### src/rtl/td4_pkg.sv
// Shared definitions for the TD4 fetch/decode/execute sequencer.
// State encodings, opcode map, decoder load-enable bit positions and opcode legality.
package td4_pkg;

  typedef enum logic [1:0] {
    ST_IDLE   = 2'd0,
    ST_FETCH  = 2'd1,
    ST_DECODE = 2'd2,
    ST_EXEC   = 2'd3
  } state_e;

  localparam logic [3:0] ADD_A_IM = 4'b0000;
  localparam logic [3:0] MOV_A_B  = 4'b0001;
  localparam logic [3:0] IN_A     = 4'b0010;
  localparam logic [3:0] MOV_A_IM = 4'b0011;
  localparam logic [3:0] MOV_B_A  = 4'b0100;
  localparam logic [3:0] ADD_B_IM = 4'b0101;
  localparam logic [3:0] IN_B     = 4'b0110;
  localparam logic [3:0] MOV_B_IM = 4'b0111;
  localparam logic [3:0] OUT_B    = 4'b1001;
  localparam logic [3:0] OUT_IM   = 4'b1011;
  localparam logic [3:0] JNC      = 4'b1110;
  localparam logic [3:0] JMP      = 4'b1111;

  localparam int LD_A   = 0;
  localparam int LD_B   = 1;
  localparam int LD_OUT = 2;
  localparam int LD_PC  = 3;

  function automatic logic op_legal(input logic [3:0] opc);
    logic ok;
    case (opc)
      ADD_A_IM, MOV_A_B, IN_A, MOV_A_IM,
      MOV_B_A, ADD_B_IM, IN_B, MOV_B_IM,
      OUT_B, OUT_IM, JNC, JMP: ok = 1'b1;
      default:                 ok = 1'b0;
    endcase
    return ok;
  endfunction

endpackage

### src/rtl/td4_sequencer_if.sv
// Program ROM fetch handshake between the sequencer (master) and the ROM (slave).
interface td4_sequencer_if #(
  parameter int ROM_AW = 4
) ();

  logic              rom_req;
  logic [ROM_AW-1:0] rom_addr;
  logic              rom_ack;
  logic [7:0]        rom_data;

  modport master (
    output rom_req,
    output rom_addr,
    input  rom_ack,
    input  rom_data
  );

  modport slave (
    input  rom_req,
    input  rom_addr,
    output rom_ack,
    output rom_data
  );

endinterface

### src/rtl/td4_pc.sv
// Program counter: synchronous reset, load of the immediate, wrapping increment.
// Load wins when both enables are asserted.
module td4_pc #(
  parameter int ROM_AW = 4
) (
  input  logic              clk,
  input  logic              rst,
  input  logic              ld_en,
  input  logic              inc_en,
  input  logic [ROM_AW-1:0] ld_val,
  output logic [ROM_AW-1:0] pc
);

  logic [ROM_AW-1:0] pc_d;
  logic [ROM_AW-1:0] pc_q;

  always_comb begin
    pc_d = pc_q;
    if (ld_en) begin
      pc_d = ld_val;
    end else if (inc_en) begin
      pc_d = pc_q + ROM_AW'(1);
    end
  end

  always_ff @(posedge clk) begin
    if (rst) begin
      pc_q <= '0;
    end else begin
      pc_q <= pc_d;
    end
  end

  assign pc = pc_q;

endmodule

### src/rtl/td4_sequencer.sv
// TD4 fetch/decode/execute controller: owns PC, IR and carry, fetches over req/ack,
// and turns the decoder's active-low load enables into single-cycle EXEC strobes.
//
//   state  | meaning
//   IDLE   | waiting for run or step; halt_req holds it here
//   FETCH  | rom_req high at rom_addr = PC until rom_ack, IR captured on ack
//   DECODE | settle cycle for decoder and ALU, no strobes
//   EXEC   | strobes driven, PC and carry updated on the closing edge
module td4_sequencer
  import td4_pkg::*;
#(
  parameter int ROM_AW = 4
) (
  input  logic                   clk,
  input  logic                   rst,
  input  logic                   run,
  input  logic                   step,
  input  logic                   halt_req,
  td4_sequencer_if.master        rom,
  output logic [3:0]             op,
  output logic [3:0]             im,
  output logic                   c,
  input  logic [3:0]             dec_ld,
  input  logic                   alu_carry,
  output logic [2:0]             ld_n,
  output logic                   illegal,
  output logic                   busy
);

  localparam logic [1:0] S_IDLE   = 2'(ST_IDLE);
  localparam logic [1:0] S_FETCH  = 2'(ST_FETCH);
  localparam logic [1:0] S_DECODE = 2'(ST_DECODE);
  localparam logic [1:0] S_EXEC   = 2'(ST_EXEC);

  logic [1:0]        state_d, state_q;
  logic [7:0]        ir_d, ir_q;
  logic              c_d, c_q;
  logic              step_mode_d, step_mode_q;
  logic              in_exec;
  logic              legal;
  logic              pc_ld;
  logic              pc_inc;
  logic [ROM_AW-1:0] pc;

  assign in_exec = (state_q == S_EXEC);
  assign legal   = op_legal(ir_q[7:4]);
  assign pc_ld   = in_exec && legal && !dec_ld[LD_PC];
  assign pc_inc  = in_exec && !pc_ld;

  td4_pc #(
    .ROM_AW (ROM_AW)
  ) u_pc (
    .clk    (clk),
    .rst    (rst),
    .ld_en  (pc_ld),
    .inc_en (pc_inc),
    .ld_val (ROM_AW'(ir_q[3:0])),
    .pc     (pc)
  );

  always_comb begin
    state_d     = state_q;
    ir_d        = ir_q;
    c_d         = c_q;
    step_mode_d = step_mode_q;
    case (state_q)
      S_IDLE: begin
        if (!halt_req && (run || step)) begin
          state_d     = S_FETCH;
          step_mode_d = !run;
        end
      end
      S_FETCH: begin
        if (rom.rom_ack) begin
          ir_d    = rom.rom_data;
          state_d = S_DECODE;
        end
      end
      S_DECODE: begin
        state_d = S_EXEC;
      end
      S_EXEC: begin
        c_d = alu_carry;
        // halt and run are only sampled here, so an instruction always completes
        if (halt_req || step_mode_q || !run) begin
          state_d = S_IDLE;
        end else begin
          state_d = S_FETCH;
        end
      end
      default: begin
        state_d = S_IDLE;
      end
    endcase
  end

  always_ff @(posedge clk) begin
    if (rst) begin
      state_q     <= S_IDLE;
      ir_q        <= 8'h00;
      c_q         <= 1'b0;
      step_mode_q <= 1'b0;
    end else begin
      state_q     <= state_d;
      ir_q        <= ir_d;
      c_q         <= c_d;
      step_mode_q <= step_mode_d;
    end
  end

  assign rom.rom_req  = (state_q == S_FETCH);
  assign rom.rom_addr = pc;

  assign op      = ir_q[7:4];
  assign im      = ir_q[3:0];
  assign c       = c_q;
  assign ld_n    = (in_exec && legal) ? dec_ld[LD_OUT:LD_A] : 3'b111;
  assign illegal = in_exec && !legal;
  assign busy    = (state_q != S_IDLE);

endmodule

### src/flat_wrapper.sv
// flat-port wrapper written by rule: the top's interface ports become plain ports
module td4_sequencer_flat import td4_pkg::*;
#(
  parameter int ROM_AW = 4
)
  (clk, rst, run, step, halt_req, op, im, c, dec_ld, alu_carry, ld_n, illegal, busy, rom_rom_req, rom_rom_addr, rom_rom_ack, rom_rom_data);
  td4_sequencer_if #(.ROM_AW(ROM_AW)) rom_i ();
  input  logic clk;
  input  logic rst;
  input  logic run;
  input  logic step;
  input  logic halt_req;
  output logic [3:0] op;
  output logic [3:0] im;
  output logic c;
  input  logic [3:0] dec_ld;
  input  logic alu_carry;
  output logic [2:0] ld_n;
  output logic illegal;
  output logic busy;
  output wire logic [$bits(rom_i.rom_req)-1:0] rom_rom_req;
  output wire logic [$bits(rom_i.rom_addr)-1:0] rom_rom_addr;
  input wire logic [$bits(rom_i.rom_ack)-1:0] rom_rom_ack;
  input wire logic [$bits(rom_i.rom_data)-1:0] rom_rom_data;
  assign rom_rom_req = rom_i.rom_req;
  assign rom_rom_addr = rom_i.rom_addr;
  assign rom_i.rom_ack = rom_rom_ack;
  assign rom_i.rom_data = rom_rom_data;
  td4_sequencer #(.ROM_AW(ROM_AW)) u_core (.clk(clk), .rst(rst), .run(run), .step(step), .halt_req(halt_req), .rom(rom_i), .op(op), .im(im), .c(c), .dec_ld(dec_ld), .alu_carry(alu_carry), .ld_n(ld_n), .illegal(illegal), .busy(busy));
endmodule
### config.mk
export PLATFORM = sky130hd
export DESIGN_NAME = td4_sequencer_flat
export DESIGN_NICKNAME = d
export VERILOG_FILES = /design/src/rtl/td4_pkg.sv /design/src/rtl/td4_sequencer_if.sv /design/src/rtl/td4_pc.sv /design/src/rtl/td4_sequencer.sv /design/src/flat_wrapper.sv
export SDC_FILE = /design/constraint.sdc
export NUM_CORES = 1
export LEC_CHECK = 0
export ABC_CLOCK_PERIOD_IN_PS = 1540
export CORE_UTILIZATION = 37
export CTS_CLUSTER_SIZE = 14
export DETAILED_ROUTE_END_ITERATION = 10
export PLACE_DENSITY_LB_ADDON = 0.2
export SETUP_SLACK_MARGIN = 0.02
export SLEW_MARGIN = 10
export SYNTH_ARGS = -nofsm -noshare
export SYNTH_HDL_FRONTEND = slang
export SYNTH_SLANG_ARGS = --single-unit
### constraint.sdc
create_clock -name clk -period 1.54 [get_ports clk]
set_clock_uncertainty 0.1 [all_clocks]
set_input_delay 0.308 -clock clk [delete_from_list [all_inputs] [get_ports clk]]
set_output_delay 0.308 -clock clk [all_outputs]
set_load 0.02 [all_outputs]
==> results.json <==
{
  "status": "complete, but fails checks",
  "violations": "negative setup slack",
  "async_reset_ff_share_pct": 0,
  "irDropWorstVdd_v": 0.000916,
  "fin_setup_tns_ns": -0.655,
  "syn_to_final_growth_pct": 84.0,
  "dpl_cell_area_mm2": 0.00145,
  "slowest_stage": "dfxtp_2",
  "drc": 0,
  "pre_cts_ws_ns": -0.415,
  "clkSlewWorstSetupHoldPaths_ns": 0.10,
  "finalWorstSetupSlack_ns": -0.107,
  "clock_latency_ns": 0.30,
  "max_stage_delay_ns": 0.35,
  "crit_chain": "buf_6 -> buf_6 -> ha_4 -> buf_6 -> and3_4 -> o21a_1 -> o311ai_2",
  "final_nets": 186,
  "slew_headroom_pct": 68.9,
  "hold_viol_final": 0,
  "hold_class": "reg -> reg",
  "crit_required_ns": 1.66,
  "finalCritPeriodShare_pct": 107,
  "vias": 971,
  "gp_congestion": 0.771,
  "fin_area_mm2": 0.00167,
  "core_area_mm2": 0.00225,
  "leakage_nw": 0.704,
  "diodes": 0,
  "finish.utilization_pct": 74.1,
  "avgViaCountPerCell": 5.16,
  "synth-seq-cells": 17,
  "grt_max_degree": 11,
  "syn_nets": 127,
  "numCtsBuffers": 3,
  "nFillCells": 169,
  "cts_htree_levels": 1,
  "worst-path-stages": 7,
  "ioPinCount": 38,
  "hold_depth": 2,
  "setup_viol": 9,
  "final_antenna_net_count": 0,
  "period_minus_slack_ns": 1.65,
  "syn_inst": 102,
  "cp_max_fo": 8,
  "grt_pass1_vias": 916,
  "cp-end-kind": "flip-flop",
  "grt_use_total_pct": 20.0,
  "synth.distinct_cells": 34,
  "drive_gt1_share_pct": 39.4,
  "cts_tree": "done",
  "dp.cells": 182,
  "clockRootBuffer": "clkbuf_4",
  "startpoint_type": "flip-flop",
  "maxCapViolations": 0,
  "worst-r2r-cell-count": 7,
  "initial_core_util_pct": 40.3,
  "yosysTopAreaCellShare_pct": 37.5,
  "drv_slew": 0,
  "wl_per_cell_um": 14.2,
  "grt_first_pass_wirelength_um": 3880,
  "path_common_cell": "buf_6",
  "wirelength_um": 2660,
  "syn_area_um2": 908,
  "synth_area_leader_cell": "dfxtp_1",
  "crit_family": "compound AO/OA/AOI/OAI gates",
  "worst_hold_slack_ns": 0.393,
  "port_buffers": 37,
  "rows": 17,
  "worstMarginPinSlew_ns": 0.465,
  "die_w_um": 51.6,
  "syn_area_per_cell_um2": 8.91,
  "synth_warnings": 0,
  "critPathArrivalTime_ns": 1.77,
  "synth_edf_count": 0,
  "drt_first_pass_iters": 3,
  "powerDensity_mw_per_mm2": 1260,
  "path_class": "reg -> reg",
  "power_mw": 2.10,
  "antenna_found_initial": 0,
  "cts.sinks": 17,
  "synth_top_cells_by_area": "dfxtp_1 (37%), ha_1 (8.3%), mux2i_1 (6.6%), nand2_1 (5.0%), a21oi_1 (3.9%)",
  "cts_max_path_buffers": 2,
  "seq_area_frac_synth_pct": 37.5,
  "rsz0062_at_grt": "yes",
  "grt-ovfl-total": 0,
  "synth_ff_type": "dfxtp_1",
  "hpwl_um": 1820,
  "drt_iter0_drc": 5,
  "die-area_mm2": 0.00266,
  "stdcell_count": 188,
  "die_height_um": 51.6,
  "critPathBufInv": 3,
  "max_freq_mhz": 607
}
## layout make-up
cell class	instances	area [µm²]	share of cell area, %
repair buffers	57	534	32.0
inverters	8	37.5	2.25
flip-flops and latches	17	345	20.7
well taps	28	35.0	2.10
multi-input cells	74	693	41.5
clock buffers	4	26.3	1.57
## cell usage after synthesis (all sizes together) (3+ instances only)
cell type / count
dfxtp: 17
nand2: 12
a21oi: 8
inv: 8
ha: 6
mux2i: 6
nor2: 5
a21boi: 4
nor2b: 4
a211oi: 3
or2: 3
## placed cells by master, fill, tap and decap left out, types with 2 or more instances in the layout
cell,count
mux2i_1,3
o21a_1,2
nand2_4,2
nor2b_1,2
inv_1,5
ha_4,4
a21oi_2,3
clkbuf_4,3
nor2_1,5
dfxtp_1,15
clkdlybuf4s50_1,18
inv_2,2
a211oi_1,2
buf_6,12
dlygate4sd2_1,13
nand3_1,2
a21oi_1,5
a21boi_2,2
mux2i_2,2
or2_4,3
nor2b_4,2
nand2_1,10
buf_4,14
## power by group
part           internal [mW]  switching (mW)
registers              0.519          0.0636
logic                  0.686           0.583
clock network          0.101           0.151
## logic make-up after synthesis
kind of cell / synth area share (%)
flops: 37.5
buf+inv: 4.82
mux: 6.61
simple gates: 21.9
fa+ha+maj: 8.26
compound gates: 20.9
## state kept, by name, summed over array words and instances (netlist names)
name / count
u_core.state_q: 2
u_core.u_pc.pc: 4
u_core.step_mode_q: 1
u_core.legal: 1
u_core.ir_q: 8
u_core.c: 1
## per-layer routing
metal / track usage, % / up-vias / wire [µm]
met5: 0 / - / 0
met4: 10.4 / 0 / 55
met3: 4.09 / 7 / 110
met2: 36.6 / 29 / 1440
met1: 21.3 / 452 / 1050
li1: - / 483 / -
## what timing repair did
item / 4_1_cts / 5_1_grt
setup buffers: 1 / 1
endpoints found under the setup margin: 26 / 19
hold buffers: 0 / 0
gates resized for setup: 60 / 37
pin swaps: 7 / 8
## worst reg2reg max path: stages, from the launching register on
cell and delay (ns):
dfxtp_2 0.35, buf_6 0.12, buf_6 0.11, ha_4 0.16
buf_6 0.13, and3_4 0.15, o21a_1 0.19, o311ai_2 0.24
## worst paths after layout
check,startpoint,slack [ns],endpoint
min,u_core.ir_q[0]$_SDFFE_PP0N_,0.39,u_core.ir_q[0]$_SDFFE_PP0N_
max,u_core.state_q[0]$_SDFFE_PP0P_,-0.11,u_core.legal$_SDFF_PN1_
max reg2reg,u_core.state_q[0]$_SDFFE_PP0P_,-0.11,u_core.legal$_SDFF_PN1_
min reg2reg,u_core.ir_q[0]$_SDFFE_PP0N_,0.39,u_core.ir_q[0]$_SDFFE_PP0N_
No activity file was read; power rests on OpenSTA's default activity.
